===== src/rtl/alu_op_sequencer.sv =====
// alu_op_sequencer: steps an 8-bit ALU through a small on-chip program.
// Each executed entry presents {opcode, immediate, accumulator} to the ALU,
// waits ALU_LAT cycles, then captures the ALU result into the accumulator,
// which becomes operand B of the next entry.
//
// Optional feature macro: ALU_SEQ_REPEAT_EN (adds i_repeat, reruns the program
// i_repeat extra times with the accumulator carried over).
//
// Ports:
//   clk, rst_n          clock (rising edge), synchronous reset (active-high)
//   ena                 global enable; 0 freezes FSM, counters, accumulator
//   i_wr_en/addr/data   program write port ({opcode[2:0], imm[7:0]}), IDLE only
//   i_len               entries to run (clamped to DEPTH), latched at start
//   i_acc_init          accumulator value loaded at start
//   i_start             run request (ignored while busy)
//   i_repeat            extra passes (ALU_SEQ_REPEAT_EN only)
//   i_result            ALU result
//   o_instruction       ALU opcode, upper 5 bits zero
//   o_data_0 / o_data_1 ALU operands A (immediate) / B (accumulator)
//   o_acc, o_pc         accumulator, in-pass entry index
//   o_busy, o_done      not-idle flag, one-cycle completion pulse
//   o_halted            last run ended on HALT, sticky until next start
`timescale 1ns/1ps

module alu_op_sequencer #(
    parameter int unsigned DEPTH   = 8,
    parameter int unsigned ADDR_W  = 3,
    parameter int unsigned ALU_LAT = 0
) (
    input  logic              clk,
    input  logic              rst_n,
    input  logic              ena,
    input  logic              i_wr_en,
    input  logic [ADDR_W-1:0] i_wr_addr,
    input  logic [10:0]       i_wr_data,
    input  logic [ADDR_W:0]   i_len,
    input  logic [7:0]        i_acc_init,
    input  logic              i_start,
`ifdef ALU_SEQ_REPEAT_EN
    input  logic [3:0]        i_repeat,
`endif
    input  logic [7:0]        i_result,
    output logic [7:0]        o_instruction,
    output logic [7:0]        o_data_0,
    output logic [7:0]        o_data_1,
    output logic [7:0]        o_acc,
    output logic [ADDR_W:0]   o_pc,
    output logic              o_busy,
    output logic              o_done,
    output logic              o_halted
);

    localparam logic [2:0] OP_NOP  = 3'b110;
    localparam logic [2:0] OP_HALT = 3'b111;

    localparam int unsigned CNT_W = (ALU_LAT > 1) ? $clog2(ALU_LAT) : 1;
    // WAIT lasts ALU_LAT cycles: the counter runs from ALU_LAT-1 down to 0.
    localparam logic [CNT_W-1:0] WAIT_LOAD = CNT_W'((ALU_LAT > 0) ? ALU_LAT - 1 : 0);
    localparam logic [ADDR_W:0]  DEPTH_LEN = (ADDR_W + 1)'(DEPTH);

    typedef enum logic [2:0] {
        StIdle,
        StFetch,
        StIssue,
        StWait,
        StCapture,
        StDone
    } state_e;

    state_e           state_q;
    logic [10:0]      mem_q [DEPTH];
    logic [ADDR_W:0]  pc_q;
    logic [ADDR_W:0]  len_q;
    logic [7:0]       acc_q;
    logic [7:0]       instr_q;
    logic [7:0]       data0_q;
    logic [7:0]       data1_q;
    logic             done_q;
    logic             halted_q;
    logic [CNT_W-1:0] wait_cnt_q;
`ifdef ALU_SEQ_REPEAT_EN
    logic [3:0]       rep_q;
`endif

    logic [10:0]      entry;
    logic [2:0]       entry_op;
    logic [ADDR_W:0]  len_clamped;

    assign entry       = mem_q[pc_q[ADDR_W-1:0]];
    assign entry_op    = entry[10:8];
    assign len_clamped = (i_len > DEPTH_LEN) ? DEPTH_LEN : i_len;

    // Program memory has no reset; writes land only while idle, independent of ena,
    // so a write issued together with start is seen by the first FETCH.
    always_ff @(posedge clk) begin
        if (i_wr_en && (state_q == StIdle)) begin
            mem_q[i_wr_addr] <= i_wr_data;
        end
    end

    always_ff @(posedge clk) begin
        if (rst_n) begin
            state_q    <= StIdle;
            pc_q       <= '0;
            len_q      <= '0;
            acc_q      <= '0;
            instr_q    <= '0;
            data0_q    <= '0;
            data1_q    <= '0;
            done_q     <= 1'b0;
            halted_q   <= 1'b0;
            wait_cnt_q <= '0;
`ifdef ALU_SEQ_REPEAT_EN
            rep_q      <= '0;
`endif
        end else if (ena) begin
            done_q <= 1'b0;
            case (state_q)
                StIdle: begin
                    if (i_start) begin
                        acc_q    <= i_acc_init;
                        pc_q     <= '0;
                        len_q    <= len_clamped;
                        halted_q <= 1'b0;
`ifdef ALU_SEQ_REPEAT_EN
                        rep_q    <= i_repeat;
`endif
                        state_q  <= StFetch;
                    end
                end
                StFetch: begin
                    if (pc_q == len_q) begin
`ifdef ALU_SEQ_REPEAT_EN
                        if (rep_q != 4'd0) begin
                            rep_q <= rep_q - 4'd1;
                            pc_q  <= '0;
                        end else begin
                            state_q <= StDone;
                        end
`else
                        state_q <= StDone;
`endif
                    end else if (entry_op == OP_NOP) begin
                        pc_q <= pc_q + 1'b1;
                    end else if (entry_op == OP_HALT) begin
                        halted_q <= 1'b1;
                        state_q  <= StDone;
                    end else begin
                        instr_q <= {5'b0, entry_op};
                        data0_q <= entry[7:0];
                        data1_q <= acc_q;
                        state_q <= StIssue;
                    end
                end
                StIssue: begin
                    if (ALU_LAT == 0) begin
                        state_q <= StCapture;
                    end else begin
                        wait_cnt_q <= WAIT_LOAD;
                        state_q    <= StWait;
                    end
                end
                StWait: begin
                    if (wait_cnt_q == '0) begin
                        state_q <= StCapture;
                    end else begin
                        wait_cnt_q <= wait_cnt_q - 1'b1;
                    end
                end
                StCapture: begin
                    acc_q   <= i_result;
                    pc_q    <= pc_q + 1'b1;
                    state_q <= StFetch;
                end
                StDone: begin
                    done_q  <= 1'b1;
                    state_q <= StIdle;
                end
                default: state_q <= StIdle;
            endcase
        end
    end

    assign o_instruction = instr_q;
    assign o_data_0      = data0_q;
    assign o_data_1      = data1_q;
    assign o_acc         = acc_q;
    assign o_pc          = pc_q;
    assign o_busy        = (state_q != StIdle);
    assign o_done        = done_q;
    assign o_halted      = halted_q;

endmodule


===== config.mk =====
export PLATFORM = sky130hd
export DESIGN_NAME = alu_op_sequencer
export DESIGN_NICKNAME = d
export VERILOG_FILES = /design/src/rtl/alu_op_sequencer.sv
export SDC_FILE = /design/constraint.sdc
export NUM_CORES = 1
export LEC_CHECK = 0
export ABC_AREA = 0
export BUFFER_PORTS_ARGS = -buffer_cell sky130_fd_sc_hd__buf_2
export CORE_ASPECT_RATIO = 0.5
export CORE_MARGIN = 4
export CORE_UTILIZATION = 59
export CTS_BUF_LIST = sky130_fd_sc_hd__clkbuf_8
export CTS_CLUSTER_SIZE = 28
export DETAILED_ROUTE_END_ITERATION = 16
export GPL_ROUTABILITY_DRIVEN = 0
export GPL_TIMING_DRIVEN = 0
export PLACE_DENSITY = 0.82
export SLEW_MARGIN = 10
export SYNTH_ARGS = -nofsm -noshare
export SYNTH_HDL_FRONTEND = slang
export SYNTH_SLANG_ARGS = --single-unit

===== constraint.sdc =====
create_clock -name clk -period 2.7 [get_ports clk]
set_clock_uncertainty 0.1 [all_clocks]
set_input_delay 0.54 -clock clk [delete_from_list [all_inputs] [get_ports clk]]
set_output_delay 0.54 -clock clk [all_outputs]
set_load 0.02 [all_outputs]

==> results.cfg <==
[run_status]
status = finished with violations
violations = setup timing

[cts]
cts_htree_levels = 4
clock_latency_ps = 430
numClockSinks = 131
cts_buffer_depth = 2
cts_hold_buffers = 0
cts-root-buf = clkbuf_8
cts_tree = yes
clk_pin_slew_ps = 70
cts_made_buffers = 17

[sta]
report.final.slew_viol_count = 0
max_slew_margin_pct = 37.9
post-route-period-util_pct = 105
fmax_mhz = 353
hold_violations = 0
setup_ws_ps = -136
tns_ps = -3760
min_period_ps = 2840
setup_viol_count_final = 61
worst_slew_pin_slew_ps = 927
rsz0062_at_grt = yes

[setup_path]
path_class = reg -> reg
worstPathRequired_ps = 2750
cpPeakStageDelay_ps = 730
cp_max_fo = 8
critPathArrivalTime_ps = 2880
crit_path_end_kind = flip-flop
r2r_slack_ps = -140
crit_path_start_kind = flip-flop
slowest_stage = nor3_1
path_cells = clkbuf_1, nor3_1, nand3_1, nor3_2, buf_6

[detailed_routing]
avgRoutedWirePerCell_um = 20.7
vias_per_cell = 5.87
postRouteWirelength_mm = 11.7
num_vias = 3329
drc = 0
drt_iter0_drc = 393
ant_nets = 0
dr.pass1.iters = 8

[global_routing]
grt_overflow = 0
groute.usage.overall_pct = 22.9
grt_pass1_vias = 3292
grt_max_degree = 17
grt_first_pass_wirelength_mm = 17.9
antenna_found_initial = 0

[yosys]
synthMuxAreaShare_pct = 15.6
synth_adder_area_share_pct = 0.237
mappedNetlistArea_mm2 = 0.00528
ys_ff_latch = 131
ys_types = 44
synth_simple_gate_area_share_pct = 7.32
yosysWarnings = 0
synth_top_family_by_area = multiplexers
synth_compound_area_share_pct = 6.42
async_flop_share_pct = 0
syn_area_per_cell_um2 = 15.4
synth-seq-area-share_pct = 66.4
synth_xor_area_share_pct = 0.829
synth_cells = 342
synth_edf_count = 88
synth_ff_type = edfxtp_1

[floorplanning]
fp.dieW_um = 142
rows = 24
io_pins = 78
die_h_um = 74.9
core_mm2 = 0.00871
die_area_mm2 = 0.0106
initial_utilization_pct = 60.6

[layout]
fin_area_mm2 = 0.00628
utilization_pct = 72.1
syn_to_final_growth_pct = 18.9
antenna_cells = 0
final_cell_mix = edfxtp_1 (88), buf_2 (74), dfxtp_1 (43), nor2_1 (35), mux2i_1 (26)
layout_commonest_cell = edfxtp_1
drive_gt1_share_pct = 35.6
fin_nets = 477

[place]
placed_area_mm2 = 0.00582
dp_slack_ps = -192
dp_hpwl_mm = 7.79
portBuffers = 70

[run]
drv_cap = 0

[power]
leakage_nw = 2.24
powerDensity_mw_per_mm2 = 681
ir_worst_vdd_uv = 371
p_total_w = 0.00428

[min_path]
hold_path_class = in -> reg
==> worst max-delay path, delay by kind of cell (launching register included) <==
family	cells	cell delay, ps
buffers and inverters	2	420
AND/OR/NAND/NOR	3	1720
flip-flops	1	310
==> state kept, by name, summed over array words and instances, names as in the netlist, named ones only <==
register	flops
mem_q	88
state_q	3
o_instruction	3
o_data_1	8
o_halted	1
o_done	1
o_pc	4
o_acc	8
o_data_0	8
len_q	4
==> final timing paths <==
check | startpoint | endpoint | depth (start not counted)
setup / recovery | state_q[2]$_SDFFE_PP0P_ | mem_q[1][3]$_DFFE_PP_ | 5
hold reg to reg | o_done$_SDFFE_PP0P_ | o_done$_SDFFE_PP0P_ | 2
setup reg to reg | state_q[2]$_SDFFE_PP0P_ | mem_q[1][3]$_DFFE_PP_ | 5
hold / removal | i_wr_data[7] | mem_q[7][7]$_DFFE_PP_ | 1
==> Yosys cell counts, types with 3 or more instances <==
cell / number / area share, %
nand2b_1: 3 / 0.36
nand2_1: 6 / 0.43
buf_4: 5 / 0.71
clkbuf_1: 9 / 0.64
nor3b_1: 5 / 0.71
nor2_1: 41 / 2.9
dfxtp_1: 43 / 16
edfxtp_1: 88 / 50
buf_2: 4 / 0.38
inv_1: 3 / 0.21
mux2i_1: 26 / 4.9
nor3_1: 5 / 0.47
nand3_1: 6 / 0.57
a211oi_2: 8 / 1.9
mux4_2: 19 / 8.1
a21oi_1: 23 / 2.2
nor2_2: 7 / 0.83
xor2_1: 4 / 0.66
mux4_1: 3 / 1.5
==> per-layer routing <==
metal	wire [um]	vias to the layer above	part of all wire, %	GRT usage, %
met2	5890	156	50	40.0
met5	0	-	0	0
met1	4840	1661	41	28.5
met4	146	0	1.2	7.87
met3	847	20	7.2	6.15
li1	-	1492	-	-
==> kinds of logic (layout without fill, tap and decap cells) <==
group                    count (synthesis)  in the layout
AO/OA/AOI/OAI                           46             46
XOR/XNOR                                 5              5
adder cells (fa/ha/maj)                  1              1
buffers and inverters                   27            131
flip-flops                             131            131
multiplexers                            51             51
other                                    1              5
AND/OR/NAND/NOR                         80             80
==> area by class of cell <==
| type | count | area [um^2] |
|---|---|---|
| clock inverters | 15 | 189 |
| well taps | 117 | 146 |
| repair buffers | 72 | 373 |
| plain buffers | 24 | 156 |
| flip-flops and latches | 131 | 3500 |
| fillers | 520 | 2430 |
| multi-input cells | 188 | 1670 |
| clock buffers | 17 | 234 |
| inverters | 3 | 11.3 |
==> metrics by stage <==
stage / hold WS (ps) / instances
after CTS: 257 / 567
after floorplan: 378 / 346
final: 270 / 567
after global placement: 344 / 533
after global routing: 263 / 567
after detailed placement: 350 / 535
==> what timing repair did <==
item                       4_1_cts  5_1_grt
setup endpoints to repair       66       69
gates resized for setup          2        6
buffers inserted                 0        0
==> power breakdown <==
part / internal, W / switching (W)
registers: 0.00219 / 0.0000209
clock network: 0.000997 / 0.000770
logic: 0.000112 / 0.000191
Note: power is estimated with default switching activity, not from simulation.
